--- config.mk ---
export PLATFORM = sky130hd
export DESIGN_NAME = fpmad_issue_arbiter_flat
export DESIGN_NICKNAME = d
export VERILOG_FILES = /design/src/rtl/fpmad_pkg.sv /design/src/rtl/fpmad_issue_arbiter_if.sv /design/src/rtl/fpmad_rr_arbiter.sv /design/src/rtl/fpmad_issue_arbiter.sv /design/src/flat_wrapper.sv
export SDC_FILE = /design/constraint.sdc
export NUM_CORES = 1
export LEC_CHECK = 0
export CAP_MARGIN = 20
export CORE_AREA = 3 3 220 222
export DETAILED_ROUTE_END_ITERATION = 12
export DIE_AREA = 0 0 223 225
export SYNTH_ARGS = -nofsm -noshare
export SYNTH_HDL_FRONTEND = slang
export SYNTH_SLANG_ARGS = --single-unit
export TNS_END_PERCENT = 30
--- constraint.sdc ---
create_clock -name clk -period 7.04 [get_ports clk]
set_input_delay 1.056 -clock clk [delete_from_list [all_inputs] [get_ports clk]]
set_output_delay 1.056 -clock clk [all_outputs]
set_load 0.01 [all_outputs]
--- src/rtl/fpmad_pkg.sv ---
// ============================================================================
// Package     : fpmad_pkg
// Description : Types and constants shared by the fpmad unit and its issue
//               arbiter: the float_t operand type, the fpmad pipeline
//               latency and the default requester-id type.
// Revision    : 1.0 - initial release
// ============================================================================
`default_nettype none

package fpmad_pkg;

    // IEEE-754 single-precision value, carried as raw bits.
    typedef logic [31:0] float_t;

    // Cycles from fpmad sampling its operands to its result being valid.
    localparam int FPMAD_LATENCY = 4;

    // Default number of requesters that share one fpmad.
    localparam int FPMAD_NUM_REQ = 4;

    // Requester id for the default configuration.
    typedef logic [$clog2(FPMAD_NUM_REQ)-1:0] req_id_t;

endpackage

`default_nettype wire

--- src/rtl/fpmad_issue_arbiter_if.sv ---
// ============================================================================
// Interface   : fpmad_issue_arbiter_if
// Description : Bundles the requester-side handshake (requests, grants and
//               result strobes) and the fpmad-side operand/result bus.
//               master = requesters + fpmad, slave = the issue arbiter.
// Revision    : 1.0 - initial release
// ============================================================================
`default_nettype none

interface fpmad_issue_arbiter_if
    import fpmad_pkg::*;
#(
    parameter int NUM_REQ = FPMAD_NUM_REQ
);
    // Requester side
    logic                      issue_en;
    logic [NUM_REQ-1:0]        req_valid;
    logic [NUM_REQ-1:0]        req_ready;
    float_t [NUM_REQ-1:0]      req_a;
    float_t [NUM_REQ-1:0]      req_b;
    float_t [NUM_REQ-1:0]      req_c;
    logic [NUM_REQ-1:0]        resp_valid;
    float_t                    resp_data;

    // fpmad side
    logic                      fpmad_valid;
    float_t                    fpmad_a;
    float_t                    fpmad_b;
    float_t                    fpmad_c;
    float_t                    fpmad_res;

    modport master (
        output issue_en, req_valid, req_a, req_b, req_c, fpmad_res,
        input  req_ready, resp_valid, resp_data,
               fpmad_valid, fpmad_a, fpmad_b, fpmad_c
    );

    modport slave (
        input  issue_en, req_valid, req_a, req_b, req_c, fpmad_res,
        output req_ready, resp_valid, resp_data,
               fpmad_valid, fpmad_a, fpmad_b, fpmad_c
    );

endinterface

`default_nettype wire

--- src/rtl/fpmad_rr_arbiter.sv ---
// ============================================================================
// Module      : fpmad_rr_arbiter
// Description : Combinational round-robin picker. Scans requesters from ptr
//               upward (mod NUM_REQ) and grants the first valid one. The
//               pointer register lives in the parent.
// Revision    : 1.0 - initial release
// ============================================================================
`default_nettype none

module fpmad_rr_arbiter #(
    parameter int NUM_REQ = 4,
    parameter int ID_W    = $clog2(NUM_REQ)
) (
    input  wire logic [NUM_REQ-1:0] req_valid,
    input  wire logic               issue_en,
    input  wire logic [ID_W-1:0]    ptr,
    output logic [NUM_REQ-1:0]      grant,
    output logic [ID_W-1:0]         grant_id,
    output logic                    grant_any
);

    // First valid requester at or after ptr wins; nothing when disabled.
    always_comb begin
        int          idx;
        logic [ID_W-1:0] sel;
        grant     = '0;
        grant_id  = '0;
        grant_any = 1'b0;
        for (int k = 0; k < NUM_REQ; k++) begin
            idx = (int'(ptr) + k) % NUM_REQ;
            sel = ID_W'(idx);
            if (!grant_any && issue_en && req_valid[sel]) begin
                grant[sel] = 1'b1;
                grant_id   = sel;
                grant_any  = 1'b1;
            end
        end
    end

endmodule

`default_nettype wire

--- src/rtl/fpmad_issue_arbiter.sv ---
// ============================================================================
// Module      : fpmad_issue_arbiter
// Description : Shares one pipelined fpmad between NUM_REQ requesters. One
//               round-robin grant per cycle; operands are registered into
//               fpmad, and a tag pipe matched to the fpmad depth steers each
//               result back to the requester that issued it.
//               Optional feature macro: FPMAD_ISSUE_ARB_PERF_EN adds
//               saturating 16-bit per-requester grant counters (perf_grants).
// Revision    : 1.0 - initial release
// ============================================================================
`default_nettype none

module fpmad_issue_arbiter
    import fpmad_pkg::*;
#(
    parameter int NUM_REQ = FPMAD_NUM_REQ,
    parameter int LATENCY = FPMAD_LATENCY
) (
    input  wire logic              clk,
    input  wire logic              rst,
    fpmad_issue_arbiter_if.slave   bus
`ifdef FPMAD_ISSUE_ARB_PERF_EN
    ,
    output logic [NUM_REQ-1:0][15:0] perf_grants
`endif
);

    localparam int ID_W = $clog2(NUM_REQ);

    logic [ID_W-1:0]    ptr;
    logic [NUM_REQ-1:0] grant;
    logic [ID_W-1:0]    grant_id;
    logic               grant_any;
    logic               arb_en;

    logic               issue_valid;
    float_t             issue_a;
    float_t             issue_b;
    float_t             issue_c;

    logic [LATENCY:0]   tag_valid;
    logic [ID_W-1:0]    tag_id [LATENCY+1];

    logic [NUM_REQ-1:0] resp_valid;
    float_t             resp_data;

    // No grants while reset is asserted, so nobody believes it was accepted.
    assign arb_en = bus.issue_en & rst;

    fpmad_rr_arbiter #(
        .NUM_REQ (NUM_REQ),
        .ID_W    (ID_W)
    ) u_rr (
        .req_valid (bus.req_valid),
        .issue_en  (arb_en),
        .ptr       (ptr),
        .grant     (grant),
        .grant_id  (grant_id),
        .grant_any (grant_any)
    );

    assign bus.req_ready   = grant;
    assign bus.fpmad_valid = issue_valid;
    assign bus.fpmad_a     = issue_a;
    assign bus.fpmad_b     = issue_b;
    assign bus.fpmad_c     = issue_c;
    assign bus.resp_valid  = resp_valid;
    assign bus.resp_data   = resp_data;

    // Round-robin pointer: move just past the winner, hold when idle.
    always_ff @(posedge clk) begin
        if (!rst) begin
            ptr <= '0;
        end else if (grant_any) begin
            if (grant_id == ID_W'(NUM_REQ - 1)) begin
                ptr <= '0;
            end else begin
                ptr <= grant_id + 1'b1;
            end
        end
    end

    // Issue register: capture the winner's operands; hold them when idle.
    always_ff @(posedge clk) begin
        if (!rst) begin
            issue_valid <= 1'b0;
            issue_a     <= '0;
            issue_b     <= '0;
            issue_c     <= '0;
        end else begin
            issue_valid <= grant_any;
            if (grant_any) begin
                issue_a <= bus.req_a[grant_id];
                issue_b <= bus.req_b[grant_id];
                issue_c <= bus.req_c[grant_id];
            end
        end
    end

    // Tag pipe: free-running, since fpmad has fixed latency and no stalls.
    always_ff @(posedge clk) begin
        if (!rst) begin
            tag_valid <= '0;
            for (int k = 0; k <= LATENCY; k++) begin
                tag_id[k] <= '0;
            end
        end else begin
            tag_valid <= {tag_valid[LATENCY-1:0], grant_any};
            tag_id[0] <= grant_id;
            for (int k = 1; k <= LATENCY; k++) begin
                tag_id[k] <= tag_id[k-1];
            end
        end
    end

    // Response register: the tag exiting the pipe lines up with fpmad_res.
    always_ff @(posedge clk) begin
        if (!rst) begin
            resp_valid <= '0;
            resp_data  <= '0;
        end else begin
            if (tag_valid[LATENCY]) begin
                resp_valid <= NUM_REQ'(1) << tag_id[LATENCY];
                resp_data  <= bus.fpmad_res;
            end else begin
                resp_valid <= '0;
            end
        end
    end

`ifdef FPMAD_ISSUE_ARB_PERF_EN
    generate
        for (genvar i = 0; i < NUM_REQ; i++) begin : g_perf
            // Saturating count of accepted requests for requester i.
            always_ff @(posedge clk) begin
                if (!rst) begin
                    perf_grants[i] <= '0;
                end else if (grant[i] && (perf_grants[i] != 16'hFFFF)) begin
                    perf_grants[i] <= perf_grants[i] + 16'd1;
                end
            end
        end
    endgenerate
`endif

endmodule

`default_nettype wire

--- src/flat_wrapper.sv ---
// flat-port wrapper written by rule: the top's interface ports become plain ports
module fpmad_issue_arbiter_flat import fpmad_pkg::*;
#(
    parameter int NUM_REQ = FPMAD_NUM_REQ,
    parameter int LATENCY = FPMAD_LATENCY
)
  (clk, rst, bus_issue_en, bus_req_valid, bus_req_a, bus_req_b, bus_req_c, bus_fpmad_res, bus_req_ready, bus_resp_valid, bus_resp_data, bus_fpmad_valid, bus_fpmad_a, bus_fpmad_b, bus_fpmad_c);
  fpmad_issue_arbiter_if #(.NUM_REQ(NUM_REQ)) bus_i ();
  input  wire logic clk;
  input  wire logic rst;
  input wire logic [$bits(bus_i.issue_en)-1:0] bus_issue_en;
  input wire logic [$bits(bus_i.req_valid)-1:0] bus_req_valid;
  input wire logic [$bits(bus_i.req_a)-1:0] bus_req_a;
  input wire logic [$bits(bus_i.req_b)-1:0] bus_req_b;
  input wire logic [$bits(bus_i.req_c)-1:0] bus_req_c;
  input wire logic [$bits(bus_i.fpmad_res)-1:0] bus_fpmad_res;
  output wire logic [$bits(bus_i.req_ready)-1:0] bus_req_ready;
  output wire logic [$bits(bus_i.resp_valid)-1:0] bus_resp_valid;
  output wire logic [$bits(bus_i.resp_data)-1:0] bus_resp_data;
  output wire logic [$bits(bus_i.fpmad_valid)-1:0] bus_fpmad_valid;
  output wire logic [$bits(bus_i.fpmad_a)-1:0] bus_fpmad_a;
  output wire logic [$bits(bus_i.fpmad_b)-1:0] bus_fpmad_b;
  output wire logic [$bits(bus_i.fpmad_c)-1:0] bus_fpmad_c;
  assign bus_i.issue_en = bus_issue_en;
  assign bus_i.req_valid = bus_req_valid;
  assign bus_i.req_a = bus_req_a;
  assign bus_i.req_b = bus_req_b;
  assign bus_i.req_c = bus_req_c;
  assign bus_i.fpmad_res = bus_fpmad_res;
  assign bus_req_ready = bus_i.req_ready;
  assign bus_resp_valid = bus_i.resp_valid;
  assign bus_resp_data = bus_i.resp_data;
  assign bus_fpmad_valid = bus_i.fpmad_valid;
  assign bus_fpmad_a = bus_i.fpmad_a;
  assign bus_fpmad_b = bus_i.fpmad_b;
  assign bus_fpmad_c = bus_i.fpmad_c;
  fpmad_issue_arbiter #(.NUM_REQ(NUM_REQ), .LATENCY(LATENCY)) u_core (.clk(clk), .rst(rst), .bus(bus_i));
endmodule
---- Yosys cells after proc, flatten, opt, wreduce, memory -nomap -nowiden ----
Memory sizes are Yosys's and may differ from the RTL's.
Index checks and enable logic that the tools add are counted.
W data, S select, Z words.
cells by class
  $add $sub $neg .......................... 4
  magnitude comparators ................... 9
  equality and inequality tests ........... 1
  shift-type cells ........................ 1
  muxes and demuxes ....................... 42
  bitwise gates (word level) .............. 9
  reduce and logical (&&, ||, !) cells .... 15
operator list
  kind                   count
  $bmux W32 S2           3
  $mux W32               3
  $mux W2                10
  $mux W4                4
  $lt A2 B3 Y1 const B   5
  $mux W1                14
  $or A4 B4 Y4           3
  $logic_and A1 B1 Y1    11
  $bmux W1 S2            4
  $demux W1 S2           4
  $ge A2 B1 Y1 const B   4
  $or A1 B1 Y1           5
  $add A2 B1 Y2 const B  2
  $add A2 B2 Y2 const B  2
  $shl A1 B2 Y4 const A  1
  $logic_not A1 Y1       3
  $eq A2 B2 Y1 const B   1
  $reduce_and A2 Y1      1
  $and A1 B1 Y1          1
storage, ports and cells
  register bits after elaboration ......... 140
  bits in writable memories ............... 10
  input port bits ......................... 423
  memories kept ........................... 1
memories
  memory         depth  width  read ports  clocked after Yosys merged registers in  wr ports  line                       source
  u_core.tag_id  5      2      5           0                                        5         fpmad_issue_arbiter.sv:42  logic [ID_W-1:0] tag_id [LATENCY+1];

---- Logic depth before layout (Yosys ltp) ----
Gate-level depths: netlist of run 1.
  word-level depth ........................ 18
  depth in mapped cells ................... 13
  depth with buffers taken out ............ 8

---- Hierarchy ----
Synthesis of run 1 repeated with hierarchy kept, for this count alone.
unflattened totals
  cells, all modules ...................... 768
  area total of the unflattened synthesis .. 8,370.5 µm²
modules (own cells, without submodules)
  module               instances  cells each  area an instance (µm²)  sequential area each (µm²)
  fpmad_issue_arbiter  1          702         7,806.2                 2,982.9
  fpmad_rr_arbiter     1          66          564.3                   0.0

---- Worst setup path after synthesis of run 1 ----
OpenSTA, ideal clock, no wires.
  path type ............................... in2out
  start point ............................. input bus_req_valid[1]
  end point ............................... output bus_req_ready[2]
  data arrival time ....................... 2.458 ns
  required time ........................... 5.984 ns
  slack ................................... 3.526 ns
  stages on the path ...................... 5
  path buffers ............................ 1
  cell sequence ........................... buf_2 > mux4_2 > or2_1 > a211oi_1 > a221o_1
between the ends
  word-level cells in the longest chain between the ends .. 16
  elaborated cells between the ends (all ways) .. 28
  those cells by class .................... 15 x mux; 3 x bitwise; 10 x reduce/logical
RTL lines
  what                               line                    source
  from (decl)                        flat_wrapper.sv:12      input wire logic [$bits(bus_i.req_valid)-1:0] bus_req_valid;
  $bmux W1 S2                        fpmad_rr_arbiter.sv:32  if (!grant_any && issue_en && req_valid[sel]) begin
  $mux W1 (not written as such)      fpmad_rr_arbiter.sv:32
  $logic_and A1 B1 Y1                fpmad_rr_arbiter.sv:32
  $mux W1                            fpmad_rr_arbiter.sv:32
  $logic_not A1 Y1                   fpmad_rr_arbiter.sv:32
  $logic_and A1 B1 Y1 (2 in series)  fpmad_rr_arbiter.sv:32
  $mux W1                            fpmad_rr_arbiter.sv:32
  $logic_not A1 Y1                   fpmad_rr_arbiter.sv:32
  $logic_and A1 B1 Y1 (2 in series)  fpmad_rr_arbiter.sv:32
  $mux W1                            fpmad_rr_arbiter.sv:32
  $logic_not A1 Y1                   fpmad_rr_arbiter.sv:32
  $logic_and A1 B1 Y1 (2 in series)  fpmad_rr_arbiter.sv:32
  $mux W4 *                          fpmad_rr_arbiter.sv:32
  to (decl)                          flat_wrapper.sv:17      output wire logic [$bits(bus_i.req_ready)-1:0] bus_req_ready;
Mark *: on every way between the ends. The rest lies on a longest branch, timed or not. The select of a mux whose other input is x is not followed.

---- Worst setup path in the final report of run 1 ----
  start point ............................. register u_core.ptr[0]
  end point ............................... output bus_req_ready[2]
between the ends
  word-level cells in the longest chain between the ends .. 16
  elaborated cells between the ends (all ways) .. 51
  those cells by class .................... 3 x add/sub; 8 x order compare; 23 x mux; 3 x bitwise; 14 x reduce/logical
RTL lines
  what                                                   line                       source
  from (decl)                                            fpmad_issue_arbiter.sv:30  logic [ID_W-1:0] ptr;
  from (signal assigned)                                 fpmad_issue_arbiter.sv:78  ptr <= grant_id + 1'b1;
  branches (longest 15 deep; another with $lt A2 B3 Y1)  --
  $mux W4 *                                              fpmad_rr_arbiter.sv:32
Mark *: on every way between the ends. The select of a mux whose other input is x is not followed.

==> flow_summary.yaml, run 1 <==
status:
  status: "completed"
synthesis:
  synth_common_cells: "dfxtp_1, mux2i_1, nand2_1"
  yosysMostFrequentCell: "dfxtp_1"
  synthFlopType: "dfxtp_1"
  yosysSeqAreaShare_pct: 35.3
  synth_cells: 965
  yosys.area.top_type_share_pct: 35.3
  synth_top_cell_by_area: "dfxtp_1"
  synth_edf_count: 0
  synth-async-reset-ratio_pct: 0
  syn_nets: 1392
  ys_seq_elements: 149
  synth_area_leaders: "dfxtp_1, mux2i_1, a21boi_0"
  ys_types: 43
  synth.avg_cell_area_um2: 8.76
  yosys_warnings: 0
  netlist_area_um2: 8450
critical_path:
  path_class: "reg2out"
  required_ps: 5980
  r2r_cells: 9
  slowest_stage: "dfxtp_1"
  worstPathArrival_ps: 3780
  rrSetupSlack_ps: 2460
  cp_cell_sequence: "inv_1, ha_1, mux4_2, or2_1, a211oi_1, a221o_1, clkdlybuf4s50_1"
  r2r-end: "u_core.bus.fpmad_c[3]$_SDFFE_PN0P_"
  reg2reg_from: "u_core.ptr[0]$_SDFFE_PN0P_"
  critPathLaunchType: "flop"
  critical-path-max-stage-delay_ps: 610
  setup.worst_path.start: "u_core.ptr[0]$_SDFFE_PN0P_"
  worstPathMaxFanout: 13
  worstSetupEndpointType: "output port"
sta:
  whs_ps: 430
  slew_headroom_pct: 31.5
  min_period_ps: 4840
  fin_setup_tns_ps: 0
  period_share_pct: 68.8
  slew_violations: 0
  setup_viol: 0
  fmax_mhz: 207
  hold_viol_final: 0
  rsz0062_at_grt: "false"
  fin_worst_skew_ps: 17.5
  worstMarginPinSlew_ps: 1030
place:
  dpl.hpwl_um: 29100
  gp_congestion: 0.840
  numPortBuffers: 559
  postPlaceCellArea_um2: 14400
drt:
  dr.pass1.iters: 4
  wirelength_um: 39000
  drt_iter0_drc: 399
  viasPerCell: 4.44
  drtAntennaViolNets: 0
  vias: 9216
  drc: 0
  wl_per_cell_um: 18.8
clock_network:
  cts_tree: "built"
  clk_path_buf_depth: 2
  root_buffer: "clkbuf_16"
  clk_pin_slew_ps: 70
  numCtsBuffers: 17
  cts_max_level: 4
  clock-sinks: 149
  post_cts_resized: 0
  clk_latency_ps: 460
  cts_hold_buf: 0
  post_cts_buffers: 0
floorplanning:
  rows: 79
  initial_core_util_pct: 18.2
  ios: 560
  fp.dieH_um: 225
  dieWidth_um: 223
  core-area_um2: 46600
  die-area_um2: 50200
layout:
  area_growth_syn_to_layout_pct: 77.5
  fillers: 4867
  final_net_count: 1883
  multi_input_area_um2: 4970
  layout-drive-gt1-share_pct: 4.02
  fin_area_um2: 15000
  fin_util_pct: 32.2
  regArea_um2: 2980
global_routing:
  overflow: 0
  grt_pass1_vias: 9405
  grt_pass1_wl_um: 57300
  antenna_found_initial: 3
  grt_usage_pct: 14.9
  grt_max_degree: 104
pwr:
  seq_power_share_pct: 35.9
  pwr-share-clk_pct: 34.8
  fin_total_pwr_mw: 2.75
  switching_share_pct: 28.3
  switchingPower_uw: 776
  ir_worst_vdd_mv: 0.141
  leakage_nw: 5.21
  intPower_mw: 1.97
  combPwrFrac_pct: 29.3
  p_per_area_nw_per_um2: 183
min_path:
  holdPathEnd: "u_core.tag_valid[4]$_SDFF_PN0_"
  whs_path_depth: 1
  hp-class: "reg2reg"
  hold_start: "u_core.tag_valid[3]$_SDFF_PN0_"
job:
  maxCapViolations: 0
==> sequential cells by signal (all words and copies together) (netlist names) <==
register	count
u_core.bus.resp_valid	4
u_core.bus.fpmad_a	32
u_core.bus.fpmad_c	32
u_core.tag_valid	5
u_core.bus.resp_data	32
u_core.bus.fpmad_b	32
u_core.tag_id	10
u_core.ptr	2
==> per-stage QoR <==
step	std cells	worst slack, ps
floorplan	965	3530
global placement	2044	2150
detailed placement	2044	2050
CTS	2075	2190
global route	2075	2020
finish	2076	2200
==> power groups by stage <==
stage	clock network, mW	registers (mW)	logic, mW
2_1_floorplan	0	1.03	0.277
3_3_place_gp	0	1.00	0.804
3_5_place_dp	0	1.00	0.811
4_1_cts	0.997	0.986	0.815
5_1_grt	1.02	0.996	0.863
6_report	0.954	0.986	0.804
==> area by class of cell <==
| cell class | instances | share of cell area (%) |
|---|---|---|
| flip-flops and latches | 149 | 19.9 |
| clock inverters | 10 | 0.809 |
| clock buffers | 21 | 3.13 |
| diodes | 1 | 0.0167 |
| repair buffers | 570 | 37.8 |
| multi-input cells | 713 | 33.1 |
| well taps | 607 | 5.06 |
| inverters | 5 | 0.125 |
==> how the worst max path moves through the flow <==
stage / end / slack [ps]
3_5_place_dp: u_core.bus.fpmad_b[26]$_SDFFE_PN0P_ / 2050
4_1_cts: bus_req_ready[2] / 2190
2_1_floorplan: bus_req_ready[2] / 3530
6_report: bus_req_ready[2] / 2200
3_3_place_gp: u_core.bus.fpmad_b[21]$_SDFFE_PN0P_ / 2150
5_1_grt: bus_req_ready[2] / 2020
==> logic make-up (layout without fill, tap and decap cells) <==
kind of cell | count (synthesis) | after routing | synth area share (%)
other | 0 | 1 | 0
buffers and inverters | 103 | 606 | 6.31
flip-flops | 149 | 149 | 35.3
multiplexers | 134 | 134 | 16.2
AND/OR/NAND/NOR | 267 | 267 | 16.5
AO/OA/AOI/OAI | 308 | 308 | 25.1
adder cells (fa/ha/maj) | 4 | 4 | 0.592
==> placed cells by master, fill, tap and decap left out, types with 2 or more instances in the layout <==
| cell | count |
|---|---|
| o21ai_1 | 94 |
| and3_1 | 96 |
| clkinv_4 | 2 |
| a21boi_0 | 97 |
| nor3_1 | 4 |
| inv_1 | 5 |
| inv_6 | 3 |
| o21ai_0 | 4 |
| dfxtp_1 | 148 |
| clkbuf_8 | 3 |
| a22oi_1 | 6 |
| bufinv_16 | 2 |
| clkdlybuf4s50_1 | 559 |
| ha_1 | 4 |
| buf_4 | 11 |
| o211ai_1 | 89 |
| nand3_1 | 3 |
| nor2_1 | 6 |
| nor2b_1 | 33 |
| o211ai_2 | 7 |
| clkinv_2 | 2 |
| clkbuf_16 | 17 |
| mux2i_1 | 132 |
| mux4_2 | 2 |
| and2_1 | 12 |
| nand2_1 | 102 |
==> layer usage <==
| layer | part of all wire, % | track usage (%) | routed length [um] |
|---|---|---|---|
| met1 | 41 | 17.6 | 15900 |
| met2 | 48 | 24.7 | 18700 |
| met3 | 7.6 | 5.12 | 2980 |
| met4 | 3.3 | 6.46 | 1290 |
| met5 | 0.054 | 0 | 21 |
==> critical path: cells and delay by family, from the launching register on <==
| kind | cells | cell delay [ps] |
|---|---|---|
| adder cells (fa/ha/maj) | 1 | 610 |
| multiplexers | 1 | 380 |
| AND/OR/NAND/NOR | 1 | 260 |
| flip-flops | 1 | 610 |
| buffers and inverters | 2 | 790 |
| AO/OA/AOI/OAI | 2 | 670 |
Power figures use the tool's default switching activity.
==> run 2: changes to the inputs <==
==> constraint.sdc (replaced) <==
create_clock -name clk -period 4.63 [get_ports clk]
set_input_delay 0.6945 -clock clk [delete_from_list [all_inputs] [get_ports clk]]
set_output_delay 0.6945 -clock clk [all_outputs]
set_load 0.01 [all_outputs]
==> run 2 against run 1 <==
  * Sequential share of layout area is 0.13 points lower
  * Routed wire length is 0.20% higher
  * Critical path depth is 1 higher
  * Utilization is 0.20 points higher
  * Sequential cell count stayed put
  * Die area stayed put
  * Final area is 0.63% higher
  * Count of clock-buffer cells in the layout is 3 lower
==> flow_summary.yaml, run 2 (synthesis results as in run 1) <==
status:
  status: "completed"
sta:
  slew_violations: 0
  slew_headroom_pct: 34.0
  fin_worst_skew_ps: 12.3
  period_share_pct: 93.0
  fin_setup_tns_ps: 0
  worstMarginPinSlew_ps: 989
  fmax_mhz: 232
  min_period_ps: 4310
  setup_viol: 0
  rsz0062_at_grt: "false"
  hold_viol_final: 0
clock_network:
  cts_max_level: 4
  cts_hold_buf: 0
  root_buffer: "clkbuf_16"
  post_cts_resized: 0
  numCtsBuffers: 17
  clock-sinks: 149
  clk_pin_slew_ps: 70
  cts_tree: "built"
  clk_path_buf_depth: 2
  post_cts_buffers: 0
  clk_latency_ps: 480
drt:
  wl_per_cell_um: 18.7
  vias: 9240
  viasPerCell: 4.43
  drc: 0
  drtAntennaViolNets: 0
  dr.pass1.iters: 5
  wirelength_um: 39000
  drt_iter0_drc: 453
critical_path:
  crit_end: "bus_req_ready[2]"
  worstPathArrival_ps: 3610
  worstSetupEndpointType: "output port"
  worstPathMaxFanout: 13
  r2r_cells: 9
  required_ps: 3940
  rrSetupSlack_ps: 850
  critPathLaunchType: "flop"
  r2r-end: "u_core.bus.fpmad_b[23]$_SDFFE_PN0P_"
  setup.worst_path.start: "u_core.ptr[0]$_SDFFE_PN0P_"
  reg2reg_from: "u_core.ptr[0]$_SDFFE_PN0P_"
  path_class: "reg2out"
floorplanning:
  die-area_um2: 50200
  core-area_um2: 46600
  rows: 79
  dieWidth_um: 223
  initial_core_util_pct: 18.2
  ios: 560
  fp.dieH_um: 225
layout:
  regArea_um2: 2980
  fin_cells: 2088
  mostFrequentLayoutCell: "clkdlybuf4s50_1"
  layout-drive-gt1-share_pct: 4.86
  area_growth_syn_to_layout_pct: 78.7
  most-common-layout-cells: "clkdlybuf4s50_1, dfxtp_1, mux2i_1"
  fillers: 4857
  multi_input_area_um2: 4980
  final_net_count: 1894
min_path:
  hp-class: "reg2reg"
global_routing:
  grt_pass1_vias: 9302
  met1_usage_pct: 17.5
  grt_pass1_wl_um: 56900
  grt_max_degree: 102
  grtUsageMet3_pct: 4.98
  grt.busiest_layer: "met2"
  grt_usage_pct: 14.9
  use_met2_pct: 25.2
  antenna_found_initial: 7
  overflow: 0
pwr:
  switching_share_pct: 29.7
  switchingPower_mw: 1.23
  intPower_mw: 2.92
  leakage_nw: 5.26
  combPwrFrac_pct: 29.8
  ir_worst_vdd_mv: 0.227
  fin_total_pwr_mw: 4.15
  p_per_area_nw_per_um2: 275
  pwr-share-clk_pct: 34.1
  seq_power_share_pct: 36.1
job:
  maxCapViolations: 0
place:
  gp_congestion: 0.816
  numPortBuffers: 559
  placedCellCount: 2055
  dpl.hpwl_um: 29800
## run 2: cell count changes in the layout (fill, tap and decap cells not counted), moves of 2 or more
cell        before  now
clkinv_4         2    0
clkbuf_8         3    0
inv_8            0    2
clkinvlp_4       1    3
buf_12           0    2
inv_6            3    5
buf_4           11   20
## run 2: worst max-delay path, stage by stage (launching register included)
cell and delay, ps:
dfxtp_1 600, inv_1 220, ha_1 580, mux4_2 370, or2_1 270, nor2_1 250
a22o_1 200, a221o_1 110, clkdlybuf4s50_1 540
## run 2: worst min-delay path by stage
| stage | startpoint | endpoint | slack [ps] | depth (start not counted) |
|---|---|---|---|---|
| 5_1_grt | u_core.tag_id[0][2]$_SDFF_PN0_ | u_core.tag_id[0][4]$_SDFF_PN0_ | 440 | 1 |
| 2_1_floorplan | u_core.tag_id[0][0]$_SDFF_PN0_ | u_core.tag_id[0][2]$_SDFF_PN0_ | 410 | 1 |
| 4_1_cts | u_core.tag_id[0][1]$_SDFF_PN0_ | u_core.tag_id[0][3]$_SDFF_PN0_ | 430 | 1 |
| 6_report | u_core.tag_id[0][1]$_SDFF_PN0_ | u_core.tag_id[0][3]$_SDFF_PN0_ | 430 | 1 |
| 3_5_place_dp | u_core.tag_id[0][7]$_SDFF_PN0_ | u_core.tag_id[0][9]$_SDFF_PN0_ | 420 | 1 |
| 3_3_place_gp | u_core.tag_id[0][3]$_SDFF_PN0_ | u_core.tag_id[0][5]$_SDFF_PN0_ | 410 | 1 |
## run 2: metrics by stage
step / area (um^2) / setup slack, ps / util, % / hold WS [ps]
after global placement: 14500 / 827 / 31.2 / 414
after floorplan: 8450 / 1670 / - / 412
after detailed placement: 14500 / 709 / 31.2 / 419
final: 15100 / 324 / 32.4 / 432
after CTS: 15100 / 162 / 32.4 / 433
after global routing: 15100 / 150 / 32.4 / 445
## run 2: layout make-up
| cell class | instances | area share (%) |
|---|---|---|
| timing repair buffer | 581 | 38.3 |
| multi-input combinational | 713 | 33.0 |
| sequential | 149 | 19.8 |
| tap | 607 | 5.03 |
| clock buffer | 18 | 2.84 |
| clock inverter | 14 | 0.961 |
| inverter | 5 | 0.124 |
| antenna | 1 | 0.0166 |
## run 2: power groups by stage
stage | clock [mW] | sequential, mW | combinational (mW)
final | 1.42 | 1.50 | 1.24
after global routing | 1.52 | 1.51 | 1.33
after detailed placement | 0 | 1.53 | 1.24
after CTS | 1.49 | 1.50 | 1.25
after global placement | 0 | 1.52 | 1.23
after floorplan | 0 | 1.57 | 0.422
## run 2: layer usage
metal / wire length [um] / vias to the layer above
met3: 2950 / 54
met4: 1070 / 8
li1: - / 4509
met1: 15800 / 4302
met2: 19100 / 367
met5: 54 / -
